<file path="src/rtl/stall_pipe_pkg.sv">
// Shared types and helpers for the parametrised stalling pipeline.
package stall_pipe_pkg;

  // Default word width used by the reference stage type below.
  localparam int DEFAULT_DATA_W = 32;

  // One pipeline slot: a valid bit plus its data word.
  typedef struct packed {
    logic                      v;
    logic [DEFAULT_DATA_W-1:0] d;
  } stage_t;

  // An empty slot. Invalid slots always carry zero data.
  localparam stage_t BUBBLE = '{v: 1'b0, d: '0};

  // Width of a counter that must be able to hold values 0..max_stall.
  function automatic int calc_cw(input int max_stall);
    return (max_stall < 1) ? 1 : $clog2(max_stall + 1);
  endfunction

endpackage

</file>
<file path="src/rtl/pipe_stage.sv">
// Single pipeline register stage: valid bit plus data word.
// Priority of the control inputs is clear > hold > bubble > load.
module pipe_stage
  import stall_pipe_pkg::*;
#(
  parameter int DATA_W = 32
) (
  input  logic              clk,
  input  logic              rst_n,
  input  logic              i_clear,
  input  logic              i_hold,
  input  logic              i_bubble,
  input  logic              i_prev_v,
  input  logic [DATA_W-1:0] i_prev_d,
  output logic              o_v,
  output logic [DATA_W-1:0] o_d
);

  logic              r_v;
  logic [DATA_W-1:0] r_d;

  // Stage register: squash, keep, insert an empty slot, or take the upstream slot.
  always_ff @(posedge clk or negedge rst_n) begin
    // NOTE: the data word is reset along with the valid bit so that an empty
    // stage never exposes a stale value, even straight out of reset.
    if (!rst_n) begin
      // NOTE: all register updates use <= so every stage samples its
      // neighbour's pre-edge value and the chain shifts by exactly one slot.
      r_v <= 1'b0;
      r_d <= '0;
    end else if (i_clear) begin
      r_v <= 1'b0;
      r_d <= '0;
    end else if (i_hold) begin
      r_v <= r_v;
      r_d <= r_d;
    end else if (i_bubble) begin
      r_v <= 1'b0;
      r_d <= '0;
    end else begin
      r_v <= i_prev_v;
      r_d <= i_prev_d;
    end
  end

  assign o_v = r_v;
  assign o_d = r_d;

endmodule

</file>
<file path="src/rtl/param_stall_pipe.sv">
// DEPTH-stage stalling datapath skeleton with hold region 0..STALL_STAGE,
// bubble insertion above the hold region, front-end flush and a stall
// watchdog that forces the pipe to advance after MAX_STALL held cycles.
module param_stall_pipe
  import stall_pipe_pkg::*;
#(
  parameter  int DATA_W      = 32,
  parameter  int DEPTH       = 4,
  parameter  int STALL_STAGE = 1,
  parameter  int MAX_STALL   = 15,
  localparam int CW          = calc_cw(MAX_STALL)
) (
  input  logic              clk,
  input  logic              rst_n,
  input  logic              in_valid,
  input  logic [DATA_W-1:0] in_data,
  output logic              in_ready,
  input  logic              stall_req,
  input  logic              flush,
  output logic              out_valid,
  output logic [DATA_W-1:0] out_data,
  output logic [CW-1:0]     stall_cnt,
  output logic              stall_overflow
);

  // Elaboration-time guards on the legal parameter ranges.
  if (DEPTH < 2) begin : g_bad_depth
    $error("param_stall_pipe: DEPTH must be 2 or more");
  end
  if ((STALL_STAGE < 0) || (STALL_STAGE > DEPTH - 2)) begin : g_bad_stall_stage
    $error("param_stall_pipe: STALL_STAGE must lie in 0..DEPTH-2");
  end
  if (MAX_STALL < 1) begin : g_bad_max_stall
    $error("param_stall_pipe: MAX_STALL must be 1 or more");
  end

  localparam logic [CW-1:0] MAX_CNT = CW'(MAX_STALL);

  logic              w_force;
  logic              w_eff_stall;
  logic [DATA_W-1:0] w_in_d;
  logic              w_v [DEPTH];
  logic [DATA_W-1:0] w_d [DEPTH];
  logic [CW-1:0]     r_stall_cnt;
  logic              r_overflow;

  // The watchdog overrides a stall request once the limit has been honoured;
  // a flush also overrides it, since the held words are being discarded.
  assign w_force     = stall_req && (r_stall_cnt == MAX_CNT);
  assign w_eff_stall = stall_req && !flush && !w_force;

  // Invalid input words enter as zero so no stale data rides an empty slot.
  assign w_in_d   = in_valid ? in_data : '0;
  assign in_ready = !w_eff_stall;

  for (genvar i = 0; i < DEPTH; i++) begin : g_stage
    localparam bit IN_HOLD = (i <= STALL_STAGE);
    localparam bit IS_EDGE = (i == STALL_STAGE + 1);

    logic              w_prev_v;
    logic [DATA_W-1:0] w_prev_d;

    if (i == 0) begin : g_head
      assign w_prev_v = in_valid;
      assign w_prev_d = w_in_d;
    end else begin : g_body
      assign w_prev_v = w_v[i-1];
      assign w_prev_d = w_d[i-1];
    end

    // The stage just above the hold region takes the word leaving it on a
    // flush (it is not cleared) and receives a bubble while the region holds.
    pipe_stage #(
      .DATA_W (DATA_W)
    ) u_stage (
      .clk      (clk),
      .rst_n    (rst_n),
      .i_clear  (flush && IN_HOLD),
      .i_hold   (w_eff_stall && IN_HOLD),
      .i_bubble (w_eff_stall && IS_EDGE),
      .i_prev_v (w_prev_v),
      .i_prev_d (w_prev_d),
      .o_v      (w_v[i]),
      .o_d      (w_d[i])
    );
  end

  // Count consecutive honoured stalls; any cycle that advances the hold region
  // restarts the count, and a forced release raises a one-cycle overflow pulse.
  always_ff @(posedge clk or negedge rst_n) begin
    if (!rst_n) begin
      r_stall_cnt <= '0;
      r_overflow  <= 1'b0;
    end else begin
      r_stall_cnt <= w_eff_stall ? (r_stall_cnt + CW'(1)) : '0;
      r_overflow  <= w_force && !flush;
    end
  end

  assign out_valid      = w_v[DEPTH-1];
  assign out_data       = w_d[DEPTH-1];
  assign stall_cnt      = r_stall_cnt;
  assign stall_overflow = r_overflow;

endmodule
</file>
<file path="config.mk">
export PLATFORM = sky130hd
export DESIGN_NAME = param_stall_pipe
export DESIGN_NICKNAME = d
export VERILOG_FILES = /design/src/rtl/stall_pipe_pkg.sv /design/src/rtl/pipe_stage.sv /design/src/rtl/param_stall_pipe.sv
export SDC_FILE = /design/constraint.sdc
export NUM_CORES = 1
export LEC_CHECK = 0
export ABC_AREA = 1
export CORE_ASPECT_RATIO = 1.1
export CORE_MARGIN = 1.5
export CORE_UTILIZATION = 61
export CTS_CLUSTER_SIZE = 16
export DETAILED_ROUTE_END_ITERATION = 10
export GPL_ROUTABILITY_DRIVEN = 0
export PLACE_DENSITY = 0.92
export SLEW_MARGIN = 15
export SYNTH_ARGS = -nofsm -noshare
export SYNTH_HDL_FRONTEND = slang
export SYNTH_HIERARCHICAL = 1
export SYNTH_SLANG_ARGS = --single-unit
</file>
<file path="constraint.sdc">
create_clock -name clk -period 2.95 [get_ports clk]
set_clock_uncertainty 0.2 [all_clocks]
set_input_delay 0.295 -clock clk [delete_from_list [all_inputs] [get_ports clk]]
set_output_delay 0.295 -clock clk [all_outputs]
set_load 0.02 [all_outputs]
</file>
== After elaboration in Yosys (flattened, before gate mapping) ==
Index checks and enable logic that the tools add are counted.
Operators by class
  add/subtract/negate cells: 1
  equal/unequal tests: 2
  multiplexer cells: 12
  reductions and logical operators: 7
Operator list (number)
  32-bit two-way mux: 6
  1-bit two-way mux: 5
  4-bit by 1-bit adder with 4-bit output (second input constant): 1
  4-bit equality test (second input constant): 1
  1-bit logical AND: 4
  4-bit two-way mux: 1
  1-bit zero test: 3
  2-bit != test (second input constant): 1
Word-level totals
  flip-flop bits (word level): 137
  input port bits: 37
  output and inout port bits: 39

== Logic depth before layout (Yosys ltp) ==
Gate-level depths: netlist of run 1.
  depth after elaboration: 6
  depth in mapped cells: 9
  depth with buffers taken out: 7

== Cells and area by module ==
Netlist of run 1, hierarchy kept.
Modules (own cells, without submodules)
  pipe_stage: times used 4, cells an instance 213, area each 1582.8 µm², seq. area each 825.8 µm²
  param_stall_pipe: times used 1, cells an instance 92, area each 509.2 µm², seq. area each 125.1 µm²

== Least setup slack after synthesis of run 1 ==
Ideal clock, no wire load.
  path kind: register to register
  from: register r_stall_cnt[0], in the netlist stall_cnt[0]
  to: register g_stage[0].u_stage.r_d[10]
  setup time: 0.117 ns
  arrival: 1.647 ns
  data required time: 2.633 ns
  slack: 0.987 ns
  stages on the path, launching flop included: 10
  cell sequence: dfrtp_1 ha_1 nand3_2 nand3_2 inv_1 buf_4 buf_6 nor2_1 nand2_1 nand2_1
On the way
  cells in the longest elaborated chain, start to end: 5
RTL lines
  from (decl): line param_stall_pipe.sv:44  | logic [CW-1:0] r_stall_cnt;
  from (signal assigned): line param_stall_pipe.sv:95  | r_stall_cnt <= w_eff_stall ? (r_stall_cnt + CW'(1)) : '0;
  4-bit equality test: line param_stall_pipe.sv:49  | assign w_force = stall_req && (r_stall_cnt == MAX_CNT);
  1-bit logical AND: line param_stall_pipe.sv:49
  1-bit zero test: line param_stall_pipe.sv:50  | assign w_eff_stall = stall_req && !flush && !w_force;
  1-bit logical AND: line param_stall_pipe.sv:50
  net w_eff_stall: line param_stall_pipe.sv:40  | logic w_eff_stall;
  2-bit != test (no line)
  to (signal assigned): line pipe_stage.sv:36  | r_d <= r_d;
  to (signal assigned): line pipe_stage.sv:42  | r_d <= i_prev_d;
  to (decl): line pipe_stage.sv:20  | logic [DATA_W-1:0] r_d;
The timed path passes the listed nets, and every way through them passes these cells.
A chain may end at the register's enable or synchronous reset.

== Worst setup path in the final report of run 1 ==
  from: register r_stall_cnt[0], in the netlist stall_cnt[0]
  to: register g_stage[2].u_stage.r_d[28]
On the way
  cells in the longest elaborated chain, start to end: 5
RTL lines
  4-bit equality test: line param_stall_pipe.sv:49
  1-bit logical AND: line param_stall_pipe.sv:49
  1-bit zero test: line param_stall_pipe.sv:50
  1-bit logical AND: line param_stall_pipe.sv:50
  net w_eff_stall: line param_stall_pipe.sv:40
  32-bit two-way mux: line pipe_stage.sv:37  | end else if (i_bubble) begin
  to (signal assigned): line pipe_stage.sv:36
  to (signal assigned): line pipe_stage.sv:42
  to (decl): line pipe_stage.sv:20
The timed path passes the listed nets, and every way through them passes these cells.

==> flow_summary.json, run 1 <==
{
  "status": "finished, final reports clean",
  "ioPinCount": 76,
  "cts.repair.resized": 0,
  "numCtsBuffers": 17,
  "p_comb_frac": 0.069,
  "tightest_slew_ns": 0.7057,
  "cts_root_buffer": "clkbuf_16",
  "postSynthCellCount": 944,
  "via_per_inst": 4.747,
  "clk_pin_slew_ns": 0.05,
  "overflow": 0,
  "nets": 1042,
  "die_x_um": 104.0,
  "hold_path_class": "primary input to asynchronous set/reset pin",
  "crit_chain": "ha_1 -> nand3_2 -> nand3_2 -> clkinv_2 -> nor2_4 -> nand2_1 -> nand2_1",
  "critical_path_buf_inv_count": 1,
  "crit_family": "simple AND/OR/NAND/NOR gates",
  "p_switching_uw": 942.5,
  "switching_share": 0.2221,
  "maxSlewViolCount": 0,
  "p_leak_uw": 0.004497,
  "clock_sinks": 137,
  "syn2layout_area_growth_pct": 18.88,
  "drive_gt1_frac": 0.04326,
  "drc": 0,
  "initial_core_util": 0.6269,
  "synth_top_family_by_area": "simple AND/OR/NAND/NOR gates",
  "internal_power_uw": 3302,
  "n_fill_cell": 811,
  "rsz0062_at_grt": "no",
  "drv_cap": 0,
  "crit_fanout": 33,
  "via_count": 5525,
  "slew_headroom": 0.5284,
  "ys_ff_latch": 137,
  "cts_hold_buf": 1,
  "gr-usage-all-layers": 0.2310,
  "yosys.area_share.simple": 0.3496,
  "grt_max_degree": 73,
  "crit_type": "register to register",
  "routed_wl_um": 12630,
  "synth.area.mux_share": 0,
  "portBuffers": 75,
  "critPathLaunch": "stall_cnt[0]",
  "clock_path_buffers": 2,
  "cts_tree": "built",
  "synth_xor_area_frac": 0,
  "drtPass1Iterations": 5,
  "whs_ns": 0.2066,
  "clkPwrFrac": 0.480,
  "setup_viol": 0,
  "netlist_area_um2": 6840,
  "critPathMaxStageDelay_ns": 0.67,
  "fmax_mhz": 411.1,
  "yosys_warnings": 6,
  "antennaDiodeCount": 0,
  "p_per_area_nw_per_um2": 521.9,
  "synth_common_cells": "299 x nand2_1, 172 x inv_1, 137 x dfrtp_1, 137 x nor2_1, 134 x nand3_1",
  "finalHoldViolations": 0,
  "async_flop_share": 1.000,
  "synth_top_area_cell": "dfrtp_1",
  "core_um2": 10910,
  "ant_nets": 0,
  "synth_edf_count": 0,
  "yosys.area_share.adder": 0.001829,
  "antenna_found_initial": 0,
  "start_kind": "register",
  "syn_avg_cell_area_um2": 7.246,
  "cp-end-kind": "register",
  "synth_compound_area_frac": 0,
  "ir_worst_vdd_mv": 0.3757,
  "yosysSeqAreaShare": 0.5012,
  "placementRows": 40,
  "post-route-min-period_ns": 2.432,
  "fin_util": 0.7453,
  "hpwl_um": 7731,
  "ctsHtreeMaxLevel": 4,
  "ys.flop_type": "dfrtp_1",
  "clkLatencyLatePin_ns": 0.41,
  "seq_power_share": 0.451,
  "yosysTopAreaCellShare": 0.5012,
  "required_ns": 3.10,
  "wl_per_cell_um": 10.85,
  "die-height_um": 114.1,
  "grt_pass1_wl_um": 22310,
  "worstPathArrival_ns": 2.58,
  "yosysUniqueCellTypes": 14,
  "setup_tns_ns": 0,
  "ys_top_cells_by_area": "dfrtp_1 50%, nand2_1 16%, nand3_1 9.8%",
  "die_area_um2": 11860,
  "yosysMostFrequentCell": "nand2_1",
  "post_cts_buffers": 0,
  "grt_pass1_vias": 5060,
  "drt_iter0_markers": 362,
  "regToRegStartpoint": "stall_cnt[0]",
  "period_share": 0.8245,
  "cp_slowest_cell": "nor2_4"
}
## logic make-up after synthesis
logic type / Yosys count
other cells: 1
fa+ha+maj: 1
buf+inv: 227
simple gates: 578
flops: 137
## placed cells by master, fill, tap and decap left out, drive strengths merged, types with 2 or more instances in the layout
cell type      synthesis  routed
buf                   55       9
clkbuf                 0      25
nand3                136     136
bufinv                 0       2
conb                   1      13
dfrtp                137     137
inv                  172     171
clkdlybuf4s50          0      74
nor2                 141     141
clkinv                 0       5
nand2                299     299
## worst paths after layout
kind | slack (ns) | depth (start not counted) | endpoint
setup / recovery | 0.52 | 7 | g_stage[2].u_stage/o_d[28]
hold / removal | 0.21 | 2 | g_stage[3].u_stage/o_d[10]
setup reg to reg | 0.52 | 7 | g_stage[2].u_stage/o_d[28]
hold reg to reg | 0.31 | 2 | g_stage[1].u_stage/o_d[3]
max in group asynchronous | 1.60 | 3 | g_stage[0].u_stage/o_d[26]
min in group clk | 0.31 | 2 | g_stage[1].u_stage/o_d[3]
## state kept, by name (all words and copies together) (netlist names)
name / flops
stall_cnt: 4
g_stage.u_stage/o_v: 4
g_stage.u_stage/o_d: 128
stall_overflow: 1
## cell type report
type | count | area [um2] | area share
sequential | 137 | 3428 | 0.4216
multi-input combinational | 592 | 2452 | 0.3016
timing repair buffer | 84 | 843.3 | 0.1037
inverter | 172 | 646.9 | 0.07955
clock buffer | 25 | 485.5 | 0.05970
tap | 147 | 183.9 | 0.02262
clock inverter | 7 | 91.34 | 0.01123
## worst reg2reg max path: stages (launching register included)
cell and delay, ns:
dfrtp_1 0.41, ha_1 0.24, nand3_2 0.11, nand3_2 0.14, clkinv_2 0.33, nor2_4 0.67
nand2_1 0.18, nand2_1 0.09
## metal layers
| metal | part of all wire | routed length, um | global-route usage |
|---|---|---|---|
| met4 | 0.011 | 137 | 0.07778 |
| met5 | 0 | 0 | 0 |
| met1 | 0.46 | 5837 | 0.2898 |
| met2 | 0.48 | 6083 | 0.3938 |
| met3 | 0.045 | 572 | 0.05976 |
## per-stage QoR
step                cell area, um2  total power [uW]  instances  setup slack [ns]
detailed placement            7545              2225       1131            0.4898
global route                  8132              4401       1164            0.3353
floorplan                     6885              2140        956            0.9866
finish                        8132              4244       1164            0.5177
CTS                           8132              4268       1164            0.4909
global placement              7545              2221       1131            0.5837
## power by group through the flow
stage          combinational, uW  clock, uW  sequential [uW]
3_3_place_gp                 276          0             1940
5_1_grt                      336       2150             1920
2_1_floorplan                195          0             1950
3_5_place_dp                 279          0             1950
6_report                     291       2040             1910
4_1_cts                      283       2070             1910
(Power assumes the default switching activity.)
==> run 2: changes to the inputs <==
--- a/config.mk
+++ b/config.mk
@@ -8,11 +8,11 @@
 export ABC_AREA = 1
 export CORE_ASPECT_RATIO = 1.1
 export CORE_MARGIN = 1.5
-export CORE_UTILIZATION = 61
+export CORE_UTILIZATION = 57
 export CTS_CLUSTER_SIZE = 16
 export DETAILED_ROUTE_END_ITERATION = 10
 export GPL_ROUTABILITY_DRIVEN = 0
-export PLACE_DENSITY = 0.92
+export PLACE_DENSITY = 0.88
 export SLEW_MARGIN = 15
 export SYNTH_ARGS = -nofsm -noshare
 export SYNTH_HDL_FRONTEND = slang
==> constraint.sdc (replaced) <==
create_clock -name clk -period 2.3 [get_ports clk]
set_clock_uncertainty 0.2 [all_clocks]
set_input_delay 0.23 -clock clk [delete_from_list [all_inputs] [get_ports clk]]
set_output_delay 0.23 -clock clk [all_outputs]
set_load 0.02 [all_outputs]
==> flow_summary.json, run 2 (synthesized netlist as in run 1, its figures left out) <==
{
  "drc": 0,
  "ant_nets": 0,
  "nets": 1048,
  "multiInputGateArea_um2": 2452,
  "crit_top_cell": "nand3_2",
  "hpwl_um": 7853,
  "place_area_um2": 7619,
  "tightest_slew_ns": 0.5014,
  "syn2layout_area_growth_pct": 20.54,
  "clock_sinks": 137,
  "p_switching_uw": 1186,
  "antenna_found_initial": 0,
  "critical_path_buf_inv_count": 1,
  "grt_pass1_vias": 4985,
  "setup_tns_ns": 0,
  "use_met2": 0.3428,
  "worstPathArrival_ns": 1.68,
  "antennaDiodeCount": 0,
  "switching_share": 0.2119,
  "ff_latch_area_um2": 3428,
  "cp_slowest_cell": "dfrtp_1",
  "cp-end-kind": "output port",
  "setup_viol": 0,
  "ioPinCount": 76,
  "portBuffers": 75,
  "mostFrequentLayoutCells": "299 x nand2_1, 171 x inv_1, 137 x nor2_1, 137 x dfrtp_1, 134 x nand3_1",
  "overflow": 0,
  "start_kind": "register",
  "crit_type": "register to output port",
  "die_area_um2": 12670,
  "clkPwrFrac": 0.493,
  "grt_max_degree": 63,
  "wl_per_cell_um": 10.45,
  "final_area_um2": 8245,
  "post-route-min-period_ns": 2.109,
  "grt_pass1_wl_um": 21800,
  "use_met3": 0.05205,
  "p_per_area_nw_per_um2": 679.0,
  "p_leak_uw": 0.004557,
  "crit_family": "flip-flops",
  "cts_root_buffer": "clkbuf_16",
  "seq_power_share": 0.439,
  "routed_wl_um": 12260,
  "drv_cap": 0,
  "required_ns": 1.87,
  "core_um2": 11590,
  "p_comb_frac": 0.069,
  "drtPass1Iterations": 5,
  "ctsHtreeMaxLevel": 4,
  "fmax_mhz": 474.1,
  "internal_power_uw": 4412,
  "critPathMaxStageDelay_ns": 0.42,
  "period_share": 0.9171,
  "placementRows": 41,
  "gr-usage-all-layers": 0.2125,
  "status": "finished, final reports clean",
  "busiest_layer": "met2",
  "drive_gt1_frac": 0.05083,
  "via_count": 5420,
  "post_cts_buffers": 0,
  "via_per_inst": 4.621,
  "clock_path_buffers": 2,
  "crit_chain": "ha_1 -> nand3_2 -> nand3_2 -> dlygate4sd2_1",
  "initial_core_util": 0.5900,
  "fin_util": 0.7112,
  "cts_tree": "built",
  "finalHoldViolations": 0,
  "grtUsageMet1": 0.2789,
  "ir_worst_vdd_mv": 0.3806,
  "numCtsBuffers": 17,
  "die_x_um": 107.5,
  "die-height_um": 117.9,
  "largest_reg_flops": 128,
  "hold_path_class": "primary input to asynchronous set/reset pin",
  "crit_fanout": 5,
  "slew_headroom": 0.6657,
  "final_common_cell": "nand2_1",
  "clk_pin_slew_ns": 0.06,
  "fin_total_pwr_uw": 5598,
  "n_fill_cell": 895,
  "clkLatencyLatePin_ns": 0.41,
  "maxSlewViolCount": 0,
  "drt_iter0_markers": 424,
  "rsz0062_at_grt": "no"
}
## run 2: cell types whose count changed in the layout (fill, tap and decap cells not counted), sizes merged
cell / delta
buf: +6
dlygate4sd2: +1
clkinv: -1
bufinv: +1
clkdlybuf4s50: -1
## run 2: area by class of cell
type	count	share of cell area
inverters	172	0.07845
repair buffers	90	0.1106
well taps	150	0.02276
clock buffers	25	0.06131
multi-input cells	592	0.2974
flip-flops and latches	137	0.4158
clock inverters	7	0.01366
## run 2: final timing paths
kind                                           start                         end  slack [ns]  cells past startpoint
setup / recovery                        stall_cnt[0]                    in_ready        0.19                      4
hold / removal                                 rst_n              stall_overflow        0.12                      2
setup reg to reg                        stall_cnt[0]  g_stage[2].u_stage/o_d[17]        0.21                      8
hold reg to reg            g_stage[0].u_stage/o_d[0]   g_stage[0].u_stage/o_d[0]        0.31                      2
max in group asynchronous                      rst_n   g_stage[0].u_stage/o_d[2]        1.14                      3
min in group clk                           stall_req                stall_cnt[2]        0.26                      3
## run 2: worst register-to-register path, stage by stage (launching register included)
cell	delay, ns
dfrtp_1	0.41
ha_1	0.24
nand3_2	0.11
nand3_2	0.13
clkinv_2	0.26
nor2_4	0.15
buf_4	0.32
nand2_1	0.11
nand2_1	0.09
## run 2: power by group through the flow
stage | clock network (uW) | registers [uW] | logic [uW]
6_report | 2760 | 2450 | 384
3_3_place_gp | 0 | 2490 | 368
5_1_grt | 2940 | 2460 | 439
2_1_floorplan | 0 | 2500 | 250
4_1_cts | 2800 | 2450 | 374
3_5_place_dp | 0 | 2500 | 372
## run 2: what timing repair did
item                                   in CTS  in global routing
hold buffers                                1                  0
endpoints found under the hold margin     100                  0
gates resized for setup                     1                  0
setup endpoints to repair                   1                  0
## run 2: layer usage
layer,wire length [um],up-vias,share of wire
met5,0,-,0
met4,126,0,0.010
met3,519,13,0.042
met2,5762,139,0.47
met1,5850,2368,0.48
li1,-,2900,-
## run 2: metrics by stage
step | setup slack (ns) | hold WS, ns | cells
floorplan | 0.3366 | -0.2656 | 956
global placement | 0.2918 | 0.02875 | 1140
detailed placement | 0.2287 | 0.03109 | 1140
CTS | 0.1674 | 0.1288 | 1173
global route | 0.05474 | 0.1667 | 1173
finish | 0.1907 | 0.1207 | 1173
==> run 3: changes to the inputs <==
--- a/config.mk
+++ b/config.mk
@@ -13,6 +13,7 @@
 export DETAILED_ROUTE_END_ITERATION = 10
 export GPL_ROUTABILITY_DRIVEN = 0
 export PLACE_DENSITY = 0.88
+export RECOVER_POWER = 50
 export SLEW_MARGIN = 15
 export SYNTH_ARGS = -nofsm -noshare
 export SYNTH_HDL_FRONTEND = slang
==> flow_summary.json, run 3 (synthesized netlist as in run 1, its figures left out) <==
{
  "setup_viol": 0,
  "fmax_mhz": 475.0,
  "clk_pin_slew_ns": 0.06,
  "critical_path_buf_inv_count": 1,
  "initial_core_util": 0.5900,
  "drv_cap": 0,
  "clock_path_buffers": 2,
  "cts_tree": "built",
  "fin_cells": 1173,
  "status": "finished, final reports clean",
  "via_per_inst": 4.616,
  "grt_pass1_vias": 4985,
  "slew_headroom": 0.3872,
  "die_area_um2": 12670,
  "final_area_um2": 8223,
  "ctsHtreeMaxLevel": 4,
  "hpwl_um": 7853,
  "antennaDiodeCount": 0,
  "finalHoldViolations": 0,
  "rsz0062_at_grt": "no",
  "clock_sinks": 137,
  "drtPass1Iterations": 6,
  "ant_nets": 0,
  "cp-end-kind": "output port",
  "worstPathArrival_ns": 1.68,
  "maxSlewViolCount": 0,
  "die_x_um": 107.5,
  "core_um2": 11590,
  "p_leak_uw": 0.004550,
  "placementRows": 41,
  "grt_max_degree": 63,
  "drc": 0,
  "required_ns": 1.87,
  "drive_gt1_frac": 0.05083,
  "nets": 1048,
  "post-route-min-period_ns": 2.105,
  "wl_per_cell_um": 10.44,
  "place_inst": 1140,
  "grt_pass1_wl_um": 21800,
  "gr-usage-all-layers": 0.2125,
  "start_kind": "register",
  "p_per_area_nw_per_um2": 680.7,
  "clkLatencyLatePin_ns": 0.41,
  "critPathMaxStageDelay_ns": 0.42,
  "crit_top_cell": "nand3_2",
  "drt_iter0_markers": 419,
  "place_area_um2": 7619,
  "final_common_cell": "nand2_1",
  "portBuffers": 75,
  "hold_path_class": "primary input to register",
  "crit_type": "register to output port",
  "routed_wl_um": 12250,
  "rrSetupSlack_ns": 0.23,
  "cp_slowest_cell": "dfrtp_1",
  "antenna_found_initial": 0,
  "cts_root_buffer": "clkbuf_16",
  "syn2layout_area_growth_pct": 20.21,
  "mostFrequentLayoutCells": "299 x nand2_1, 171 x inv_1, 137 x nor2_1, 137 x dfrtp_1, 134 x nand3_1",
  "ioPinCount": 76,
  "post_cts_buffers": 0,
  "crit_family": "flip-flops",
  "overflow": 0,
  "via_count": 5414,
  "crit_fanout": 5,
  "period_share": 0.9153,
  "ir_worst_vdd_mv": 0.3812,
  "setup_tns_ns": 0,
  "numCtsBuffers": 17,
  "tightest_slew_ns": 0.9192,
  "die-height_um": 117.9,
  "crit_chain": "ha_1 -> nand3_2 -> nand3_2 -> dlygate4sd2_1",
  "largest_reg_flops": 128
}
-- run 3: cell types whose count changed in the layout (fill, tap and decap cells not counted), sizes merged --
cell / change
buf: -4
clkbuf: +4
-- run 3: path summary, 6_finish.rpt --
path	startpoint	end	cells past startpoint
max in group asynchronous	rst_n	g_stage[2].u_stage/o_d[15]	3
min in group asynchronous	rst_n	stall_overflow	2
setup reg to reg	stall_cnt[0]	g_stage[2].u_stage/o_d[17]	8
hold reg to reg	g_stage[0].u_stage/o_d[0]	g_stage[0].u_stage/o_d[0]	2
hold / removal	stall_req	stall_cnt[2]	3
setup / recovery	stall_cnt[0]	in_ready	4
-- run 3: routing by layer --
layer  up-vias  global-route usage  share of wire
met5         -                   0              0
met4         0             0.07566          0.012
met3        16             0.05205          0.045
met1      2354              0.2789           0.48
met2       141              0.3428           0.47
li1       2903                   -              -
-- run 3: cell type report --
| cell class | instances | area [um2] |
|---|---|---|
| inverters | 172 | 646.9 |
| clock inverters | 7 | 112.6 |
| multi-input cells | 592 | 2452 |
| clock buffers | 25 | 505.5 |
| flip-flops and latches | 137 | 3428 |
| fillers | 900 | 3371 |
| well taps | 150 | 187.7 |
| repair buffers | 90 | 889.6 |
-- run 3: per-stage QoR --
step / utilization / setup slack, ns / hold slack (ns) / total power, uW
after floorplan: - / 0.3366 / -0.2656 / 2745
after global placement: 0.6571 / 0.2918 / 0.02875 / 2863
after detailed placement: 0.6571 / 0.2287 / 0.03109 / 2867
after CTS: 0.7112 / 0.1674 / 0.1288 / 5632
after global routing: 0.7093 / 0.05474 / 0.2682 / 5826
final: 0.7093 / 0.1947 / 0.2567 / 5597
-- run 3: worst reg2reg max path, stage by stage (launching register included) --
cell	delay, ns
dfrtp_1	0.41
ha_1	0.23
nand3_2	0.11
nand3_2	0.13
clkinv_2	0.25
nor2_4	0.14
buf_4	0.32
nand2_1	0.11
nand2_1	0.09
-- run 3: timing repair --
| item | 4_1_cts | 5_1_grt |
|---|---|---|
| hold endpoints to repair | 100 | 0 |
| hold buffers | 1 | 0 |
| resized for setup | 1 | 0 |
| endpoints found under the setup margin | 1 | 0 |
-- run 3: where the power goes --
group / internal [uW] / switching (uW)
registers: 2440 / 15.7
clock network: 1840 / 920
logic: 125 / 254
